### src/rtl/fnd_pkg.sv
// Shared constants, FSM encoding and helpers for the multiplexed FND controller.
package fnd_pkg;

  localparam logic [7:0] SEG_BLANK = 8'hFF;
  localparam logic [7:0] SEG_DASH  = 8'hBF;

  // Active-low a..g patterns for 0..F, dp bit left high (off).
  localparam logic [0:15][7:0] HEX_SEG = {
    8'hC0, 8'hF9, 8'hA4, 8'hB0, 8'h99, 8'h92, 8'h82, 8'hF8,
    8'h80, 8'h90, 8'h88, 8'h83, 8'hC6, 8'hA1, 8'h86, 8'h8E
  };

  typedef enum logic [1:0] {IDLE, SHIFT, COMMIT} state_t;

  function automatic logic [63:0] pow10(input int n);
    logic [63:0] p;
    p = 64'd1;
    for (int i = 0; i < n; i++) p = p * 64'd10;
    return p;
  endfunction

endpackage

### src/rtl/fnd_seg_decoder.sv
// One digit of segment drive: nibble plus blank/dash/dp to active-low pins.
// Purely combinational; dash overrides blank, dp is applied in every case.
module fnd_seg_decoder
  import fnd_pkg::*;
(
  input  logic       [3:0] nibble,
  input  logic             blank,
  input  logic             dash,
  input  logic             dp,
  output logic       [7:0] seg
);

  always_comb begin
    if (dash)
      seg = SEG_DASH;
    else if (blank)
      seg = SEG_BLANK;
    else
      seg = HEX_SEG[nibble];
    seg[7] = ~dp;
  end

endmodule

### src/rtl/fnd_scan_controller.sv
// Binary-to-BCD (double dabble, DATA_W+1 cycles) or hex capture into a display register,
// scanned over NUM_DIGITS common-anode digits; loads while busy are dropped, scanning never stalls.
module fnd_scan_controller
  import fnd_pkg::*;
#(
  parameter int DATA_W     = 14,
  parameter int NUM_DIGITS = 4,
  parameter int SCAN_DIV   = 100000
) (
  input  logic                  clk,
  input  logic                  rst_n,
  input  logic [DATA_W-1:0]     value,
  input  logic                  load,
  input  logic                  hex_mode,
  input  logic                  blank_lz,
  input  logic [NUM_DIGITS-1:0] dp_mask,
  output logic                  busy,
  output logic [NUM_DIGITS-1:0] seg_comm,
  output logic [7:0]            seg
);

  localparam int BCD_W = 4 * NUM_DIGITS;
  localparam int CNT_W = $clog2(DATA_W + 1);
  localparam int DIV_W = $clog2(SCAN_DIV);
  localparam int IDX_W = $clog2(NUM_DIGITS);
  localparam logic [CNT_W-1:0] CNT_INIT = CNT_W'(DATA_W);
  localparam logic [DIV_W-1:0] DIV_LAST = DIV_W'(SCAN_DIV - 1);
  localparam logic [IDX_W-1:0] IDX_LAST = IDX_W'(NUM_DIGITS - 1);

  state_t                  state;
  logic [DATA_W-1:0]       val_q;
  logic [DATA_W-1:0]       bin_q;
  logic                    hex_q;
  logic                    blz_q;
  logic [NUM_DIGITS-1:0]   dp_q;
  logic [CNT_W-1:0]        cnt_q;
  logic [BCD_W-1:0]        bcd_q;

  logic [BCD_W-1:0]        disp_q;
  logic [NUM_DIGITS-1:0]   blank_q;
  logic [NUM_DIGITS-1:0]   disp_dp_q;
  logic                    ovf_q;

  logic [DIV_W-1:0]        div_q;
  logic [IDX_W-1:0]        idx_q;

  logic [BCD_W-1:0]        bcd_adj;
  logic [BCD_W-1:0]        nib_next;
  logic [NUM_DIGITS-1:0]   blank_next;
  logic                    ovf_next;
  logic                    zrun;
  logic [DATA_W+BCD_W-1:0] val_ext;
  logic [3:0]              cur_nib;
  logic [7:0]              seg_next;

  always_comb begin
    bcd_adj = bcd_q;
    for (int i = 0; i < NUM_DIGITS; i++)
      if (bcd_q[4*i +: 4] >= 4'd5) bcd_adj[4*i +: 4] = bcd_q[4*i +: 4] + 4'd3;
  end

  assign val_ext = {{BCD_W{1'b0}}, val_q};

  // Commit-time view: digits, overflow and leading-zero run from the top digit down.
  always_comb begin
    nib_next   = hex_q ? val_ext[BCD_W-1:0] : bcd_q;
    ovf_next   = hex_q ? |(val_ext >> BCD_W) : (64'(val_q) >= pow10(NUM_DIGITS));
    zrun       = blz_q;
    blank_next = '0;
    for (int i = NUM_DIGITS - 1; i > 0; i--) begin
      zrun          = zrun && (nib_next[4*i +: 4] == 4'd0);
      blank_next[i] = zrun;
    end
  end

  always_ff @(posedge clk) begin
    if (!rst_n) begin
      state     <= IDLE;
      busy      <= 1'b0;
      val_q     <= '0;
      bin_q     <= '0;
      hex_q     <= 1'b0;
      blz_q     <= 1'b0;
      dp_q      <= '0;
      cnt_q     <= '0;
      bcd_q     <= '0;
      disp_q    <= '0;
      blank_q   <= '0;
      disp_dp_q <= '0;
      ovf_q     <= 1'b0;
    end else begin
      case (state)
        IDLE: begin
          if (load) begin
            val_q <= value;
            bin_q <= value;
            hex_q <= hex_mode;
            blz_q <= blank_lz;
            dp_q  <= dp_mask;
            cnt_q <= CNT_INIT;
            bcd_q <= '0;
            busy  <= 1'b1;
            state <= hex_mode ? COMMIT : SHIFT;
          end
        end
        SHIFT: begin
          {bcd_q, bin_q} <= {bcd_adj, bin_q} << 1;
          cnt_q          <= cnt_q - CNT_W'(1);
          if (cnt_q == CNT_W'(1)) state <= COMMIT;
        end
        COMMIT: begin
          disp_q    <= nib_next;
          blank_q   <= blank_next;
          disp_dp_q <= dp_q;
          ovf_q     <= ovf_next;
          busy      <= 1'b0;
          state     <= IDLE;
        end
        default: begin
          busy  <= 1'b0;
          state <= IDLE;
        end
      endcase
    end
  end

  always_ff @(posedge clk) begin
    if (!rst_n) begin
      div_q <= '0;
      idx_q <= '0;
    end else if (div_q == DIV_LAST) begin
      div_q <= '0;
      idx_q <= (idx_q == IDX_LAST) ? '0 : idx_q + IDX_W'(1);
    end else begin
      div_q <= div_q + DIV_W'(1);
    end
  end

  assign cur_nib = disp_q[4*idx_q +: 4];

  fnd_seg_decoder u_dec (
    .nibble (cur_nib),
    .blank  (blank_q[idx_q]),
    .dash   (ovf_q),
    .dp     (disp_dp_q[idx_q]),
    .seg    (seg_next)
  );

  always_ff @(posedge clk) begin
    if (!rst_n) begin
      seg_comm <= '1;
      seg      <= SEG_BLANK;
    end else begin
      seg_comm <= ~(NUM_DIGITS'(1) << idx_q);
      seg      <= seg_next;
    end
  end

endmodule

### config.mk
export PLATFORM = sky130hd
export DESIGN_NAME = fnd_scan_controller
export DESIGN_NICKNAME = d
export VERILOG_FILES = /design/src/rtl/fnd_pkg.sv /design/src/rtl/fnd_seg_decoder.sv /design/src/rtl/fnd_scan_controller.sv
export SDC_FILE = /design/constraint.sdc
export NUM_CORES = 1
export LEC_CHECK = 0
export ABC_CLOCK_PERIOD_IN_PS = 2910
export CAP_MARGIN = 10
export CORE_AREA = 2 2 116 118
export DETAILED_ROUTE_END_ITERATION = 6
export DIE_AREA = 0 0 118 120
export SETUP_SLACK_MARGIN = 0.15
export SKIP_CTS_REPAIR_TIMING = 1
export SYNTH_ARGS = -nofsm -noshare
export SYNTH_HDL_FRONTEND = slang
export SYNTH_SLANG_ARGS = --single-unit
### constraint.sdc
create_clock -name clk -period 2.91 [get_ports clk]
set_input_delay 0.582 -clock clk [delete_from_list [all_inputs] [get_ports clk]]
set_output_delay 0.582 -clock clk [all_outputs]
set_load 0.05 [all_outputs]
# [Word level (Yosys, flattened, before mapping)]
# Memories as Yosys holds them, arrays and structs flattened.
# Cells that the tools add are included.
# W data, S select, Z words.
[word_totals] regBits=112 romBits=128 input_bits=23 output_inout_bits=13 word_cells=88 mem_count=1
[mem_list] name="(no name shown)" words=16 word_bits=8 read_ports=1 rd_clocked_by_memory_dff=0 write_ports=0 line_no="fnd_seg_decoder.sv:19" source="seg = HEX_SEG[nibble];"
[classes] n_addsub=7 order_cmp=7 eq_ne=7 shifts=2 muxes=27 n_bitwise=5 n_reduce_logical=14
[op_table] op="$mux W16" n=2
[op_table] op="$pmux W16 S2" n=1
[op_table] op="$mux W7" n=4
[op_table] op="$pmux W14 S2" n=1
[op_table] op="$add A17 B1 Y17 const B" n=1
[op_table] op="$eq A17 B17 Y1 const B" n=1
[op_table] op="$ge A4 B3 Y1 const B" n=4
[op_table] op="$mux W4" n=4
[op_table] op="$shiftx A16 B5 Y4" n=1
[op_table] op="$ge A14 B14 Y1 const B" n=1
[op_table] op="$mux W14" n=1
[op_table] op="$add A4 B2 Y4 const B" n=3
[op_table] op="$logic_not A4 Y1" n=3
[op_table] op="$mux W2" n=4
[op_table] op="$pmux W4 S2" n=1
[op_table] op="$reduce_and A2 Y1" n=4
[op_table] op="$ge A5 B5 Y1 const B" n=1
[op_table] op="$not A4 Y5" n=1
[op_table] op="$bmux W1 S2" n=2
[op_table] op="$eq A2 B2 Y1 const B" n=2
[op_table] op="$eq A4 B1 Y1 const B" n=1
[op_table] op="$mux W1" n=4
[op_table] op="$ne A2 B2 Y1 const B" n=2
[op_table] op="$not A4 Y4" n=1
[op_table] op="other kinds (15)" n=19

# [Logic depth before layout (Yosys ltp)]
[depth] ltp_word=7 ltp_mapped=8 depth_no_buf=7

# [Cells and area by module]
# A second synthesis with hierarchy kept.
[hier_totals] hier_cells=577 area_unflattened_um2=5161.2
[by_module_without_submodules] module="fnd_scan_controller" n_inst=1 cells_each=534 area_per_inst_um2=4822.1 seq_area_each_um2=2242.2
[by_module_without_submodules] module="fnd_seg_decoder" n_inst=1 cells_each=43 area_per_inst_um2=339.1 seq_area_each_um2=0.0

# [Least setup slack after synthesis]
# No wires, ideal clock.
[synth_path] path_type="reg-to-reg" from="register idx_q[0]" to="register seg[1]" setup_time_ps=122 arrival_time_ps=1891 required_ps=2788 path_slack_ps=897 stages_incl_launch_ff=8 path_buffers=1 period_less_slack_ps=2013 cell_sequence="dfxtp_1 -> buf_6 -> mux4_2 -> inv_1 -> ha_1 -> nor2b_4 -> o21bai_1 -> a221o_1"
[synth_via] elab_chain_len=5 elab_cells_between_ends=8 cone_classes="1 x shift; 4 x mux; 1 x bitwise; 1 x reduce/logical; 1 x memory"
[synth_lines] element="from (decl)" line_no="fnd_scan_controller.sv:45" source="logic [IDX_W-1:0] idx_q;"
[synth_lines] element="from (signal assigned)" line_no="fnd_scan_controller.sv:133" source="idx_q <= (idx_q == IDX_LAST) ? '0 : idx_q + IDX_W'(1);"
[synth_lines] element="$shiftx A16 B5 Y4" line_no="fnd_scan_controller.sv:139" source="assign cur_nib = disp_q[4*idx_q +: 4];"
[synth_lines] element="$not A4 Y5 (implied by the code)" line_no="fnd_seg_decoder.sv:19"
[synth_lines] element="$mem_v2 Z16 W8"
[synth_lines] element="$mux W7 (implied by the code) (2 in series)" line_no="fnd_seg_decoder.sv:19"
[synth_lines] element="to (signal assigned)" line_no="fnd_scan_controller.sv:155" source="seg <= seg_next;"
[synth_lines] element="to (decl)" line_no="fnd_scan_controller.sv:19" source="output logic [7:0] seg"
# Parallel ways exist; a longest one is shown, timed or not. The select of a mux whose other input is x is not followed.
# A chain may end at the register's enable or synchronous reset.

# [Worst setup path after layout]
# Ends and elaborated chain as after synthesis.

==> impl_metrics.csv <==
group,metric,value,unit
detailed_routing,average_wire_per_cell_in_the_routed_design,13.4,um
run,number_of_max_cap_violations,0,
timing,worst_slew_margin_rel,0.486,
global_routing,grt_overflow_total,0,
power,powerDensity,567,mW/mm^2
critical_path,cp_data_required_time,3.16,ns
detailed_routing,drt_first_pass_iters,4,
timing,fin_setup_tns,0,ns
floorplanning,floorplan.initialDensity,0.393,
critical_path,critPathCaptureType,"flop",
global_routing,maximum_number_of_pins_on_one_net_before_global_route_repair,49,
yosys,mappedNetlistArea,0.00510,mm^2
timing,layout_setup_ws,0.632,ns
critical_path,worst_r2r_path_depth,6,
floorplanning,io_pins,36,
detailed_routing,drt_first_iter_violations,238,
critical_path,crit_start_category,"flop",
cts,cts.reportedPaths.clkPinSlew,0.07,ns
critical_path,timing.critical_path.arrival,2.52,ns
yosys,postSynthAreaPerCell,8.52,um^2
timing,layout_min_cycle_time,2.28,ns
global_routing,grt_antenna_before_repair,0,
hold_path,tightest_hold_check_type,"reg2reg",
floorplanning,die-height,120,um
placed_design,port-buffer-count,35,
floorplanning,floorplan.die_area,0.0142,mm^2
yosys,synth-edff-count,0,
timing,hold_viol_final,0,
placed_design,hpwlAfterDp,7450,um
hold_path,min_delay_path_depth,2,
global_routing,wire_length_of_the_first_global_routing_pass,18000,um
yosys,ys_async_sr_fraction,0,
power,irDropWorstVdd,0.000357,V
run_status,outcome,"finished, final reports clean",
finish,nNetsFinal,661,
power,power_frac_comb,0.126,
power,switching_share,0.258,
timing,fin_skew,0.00411,ns
yosys,postSynthNetCount,643,
power,seq_power_share,0.496,
global_routing,grt_util_overall,0.160,
floorplanning,fp.coreArea,0.0130,mm^2
cts,clock-root-buffer,"sky130_fd_sc_hd__clkbuf_16",
yosys,synthCells,598,
finish,signed_area_change_from_the_synthesized_netlist_to_the_final_layout,15.9,%
finish,antenna_cells,0,
power,total_switching_power,0.863,mW
power,leakagePower,2.07,nW
finish,final_design_area_no_fill,0.00591,mm^2
cts,htreeDepth,3,
placed_design,dpl_worst_slack,0.613,ns
power,power_report.internal_total,2.49,mW
yosys,top_reg_cell_synth,"sky130_fd_sc_hd__dfxtp_1",
timing,number_of_endpoints_failing_setup_at_the_final_stage,0,
detailed_routing,vias,3960,
detailed_routing,drc,0,
timing,fmax,0.439,GHz
cts,numCtsBuffers,9,
detailed_routing,detail-route-antenna-nets,0,
timing,grt_setup_unrepaired,"no",
timing,final-max-slew-violation-count,0,
yosys,synth.ff_latch_count,112,
power,clock_power_share,0.378,
cts,clkLatencyLatePin,0.36,ns
detailed_routing,average_via_count_per_standard_cell,4.97,
yosys,seq_area_frac_synth,0.440,
critical_path,timing.setup.critical_path_class,"reg2reg",
yosys,netlist-cell-type-count,49,
global_routing,first_global_vias,3708,
critical_path,crit_path_max_fanout,12,
cts,numClockSinks,112,
placed_design,detailed_place.area,0.00560,mm^2
timing,worstMarginPinSlew,0.771,ns
timing,timing.hold.ws,0.458,ns
timing,min_period_over_period,0.783,
cts,clk_path_buf_depth,2,
floorplanning,fp-row-count,42,
placed_design,gp_routability_congestion,0.805,
floorplanning,die_width,118,um
yosys,yosysWarnings,0,
detailed_routing,drt-total-wl,10700,um
cts,tritoncts,"done",
finish,drive_above_1_share,0.0692,
[sequential cells by signal, indices dropped and copies added, names as in the netlist, 3 cells and up]
signal,count
disp_q,16
dp_q,4
bin_q,14
seg,8
bcd_q,16
blank_q,3
cnt_q,4
disp_dp_q,4
seg_comm,4
div_q,17
val_q,14
[layer usage]
layer	wire, um	global-route usage	vias to the layer above
li1	-	-	2066
met1	5250	0.203	1831
met2	4900	0.261	51
met3	359	0.0437	12
met4	159	0.0580	0
met5	0	0	-
[placed cells by master, fill, tap and decap left out, types with 4 or more instances in the layout]
| cell | count |
|---|---|
| sky130_fd_sc_hd__clkdlybuf4s50_1 | 35 |
| sky130_fd_sc_hd__a21boi_0 | 17 |
| sky130_fd_sc_hd__nor3_1 | 16 |
| sky130_fd_sc_hd__a31oi_1 | 15 |
| sky130_fd_sc_hd__mux4_2 | 5 |
| sky130_fd_sc_hd__o211ai_1 | 9 |
| sky130_fd_sc_hd__nand2_1 | 114 |
| sky130_fd_sc_hd__o21ai_0 | 22 |
| sky130_fd_sc_hd__dfxtp_1 | 112 |
| sky130_fd_sc_hd__mux2_2 | 5 |
| sky130_fd_sc_hd__clkbuf_16 | 9 |
| sky130_fd_sc_hd__mux2i_1 | 10 |
| sky130_fd_sc_hd__inv_1 | 18 |
| sky130_fd_sc_hd__xnor2_1 | 10 |
| sky130_fd_sc_hd__a211oi_1 | 6 |
| sky130_fd_sc_hd__and3_1 | 4 |
| sky130_fd_sc_hd__buf_4 | 7 |
| sky130_fd_sc_hd__ha_1 | 22 |
| sky130_fd_sc_hd__nor4_1 | 4 |
| sky130_fd_sc_hd__o21a_1 | 4 |
| sky130_fd_sc_hd__nand3_1 | 21 |
| sky130_fd_sc_hd__nor2_1 | 47 |
| sky130_fd_sc_hd__a21oi_1 | 37 |
| sky130_fd_sc_hd__and2_1 | 6 |
| sky130_fd_sc_hd__nand2b_1 | 8 |
| sky130_fd_sc_hd__nor2b_1 | 4 |
| sky130_fd_sc_hd__xor2_1 | 13 |
[layout make-up]
| type | count | area (um^2) |
|---|---|---|
| clock inverters | 5 | 55.1 |
| inverters | 18 | 67.6 |
| multi-input cells | 431 | 2630 |
| repair buffers | 44 | 443 |
| fillers | 1302 | 7070 |
| flip-flops and latches | 112 | 2240 |
| clock buffers | 11 | 253 |
| well taps | 176 | 220 |
[worst max-delay path: stages (launching register included)]
cell and delay (ns):
sky130_fd_sc_hd__dfxtp_1 0.64, sky130_fd_sc_hd__mux4_2 0.62, sky130_fd_sc_hd__inv_1 0.16, sky130_fd_sc_hd__ha_1 0.21, sky130_fd_sc_hd__nor2b_4 0.05, sky130_fd_sc_hd__o21bai_1 0.14
sky130_fd_sc_hd__a221o_1 0.34
[kinds of logic after synthesis]
| logic type | synth area share |
|---|---|
| muxes | 0.0528 |
| and+or+nand+nor | 0.223 |
| adders and majority gates | 0.0540 |
| xor gates and xnor gates | 0.0395 |
| DFF | 0.440 |
| buffers and inverters | 0.0459 |
| AOI/OAI and AO/OA | 0.145 |
[final timing paths]
kind | start | end | slack (ns)
max | idx_q[0]$_SDFFE_PN0N_ | seg[1]$_SDFF_PP1_ | 0.63
min | val_q[3]$_SDFFE_PN0P_ | val_q[3]$_SDFFE_PN0P_ | 0.46
max reg2reg | idx_q[0]$_SDFFE_PN0N_ | seg[1]$_SDFF_PP1_ | 0.63
min reg2reg | val_q[3]$_SDFFE_PN0P_ | val_q[3]$_SDFFE_PN0P_ | 0.46
[synthesized netlist by cell type, drive strengths merged (9+ instances only)]
cell / count / area, um^2
a21boi: 17 / 128
a21oi: 37 / 185
a31oi: 15 / 93.8
buf: 11 / 68.8
clkbuf: 26 / 97.6
dfxtp: 112 / 2240
ha: 22 / 275
inv: 18 / 67.6
mux2i: 10 / 100
nand2: 114 / 428
nand3: 21 / 105
nor2: 48 / 183
nor3: 17 / 90.1
o211ai: 9 / 67.6
o21ai: 22 / 110
xnor2: 10 / 87.6
xor2: 13 / 114
[power groups by stage]
stage / logic [mW] / registers, mW / clock network [mW]
2_1_floorplan: 0.248 / 1.73 / 0
3_3_place_gp: 0.416 / 1.70 / 0
3_5_place_dp: 0.425 / 1.70 / 0
4_1_cts: 0.426 / 1.66 / 1.31
5_1_grt: 0.471 / 1.67 / 1.37
6_report: 0.421 / 1.66 / 1.27
[through the flow]
stage,cells,utilization,total power [mW]
finish,797,0.455,3.35
global route,797,0.455,3.51
CTS,797,0.455,3.40
detailed placement,781,0.431,2.12
global placement,781,0.431,2.11
floorplan,598,-,1.98
Note: power is estimated with default switching activity, not from simulation.
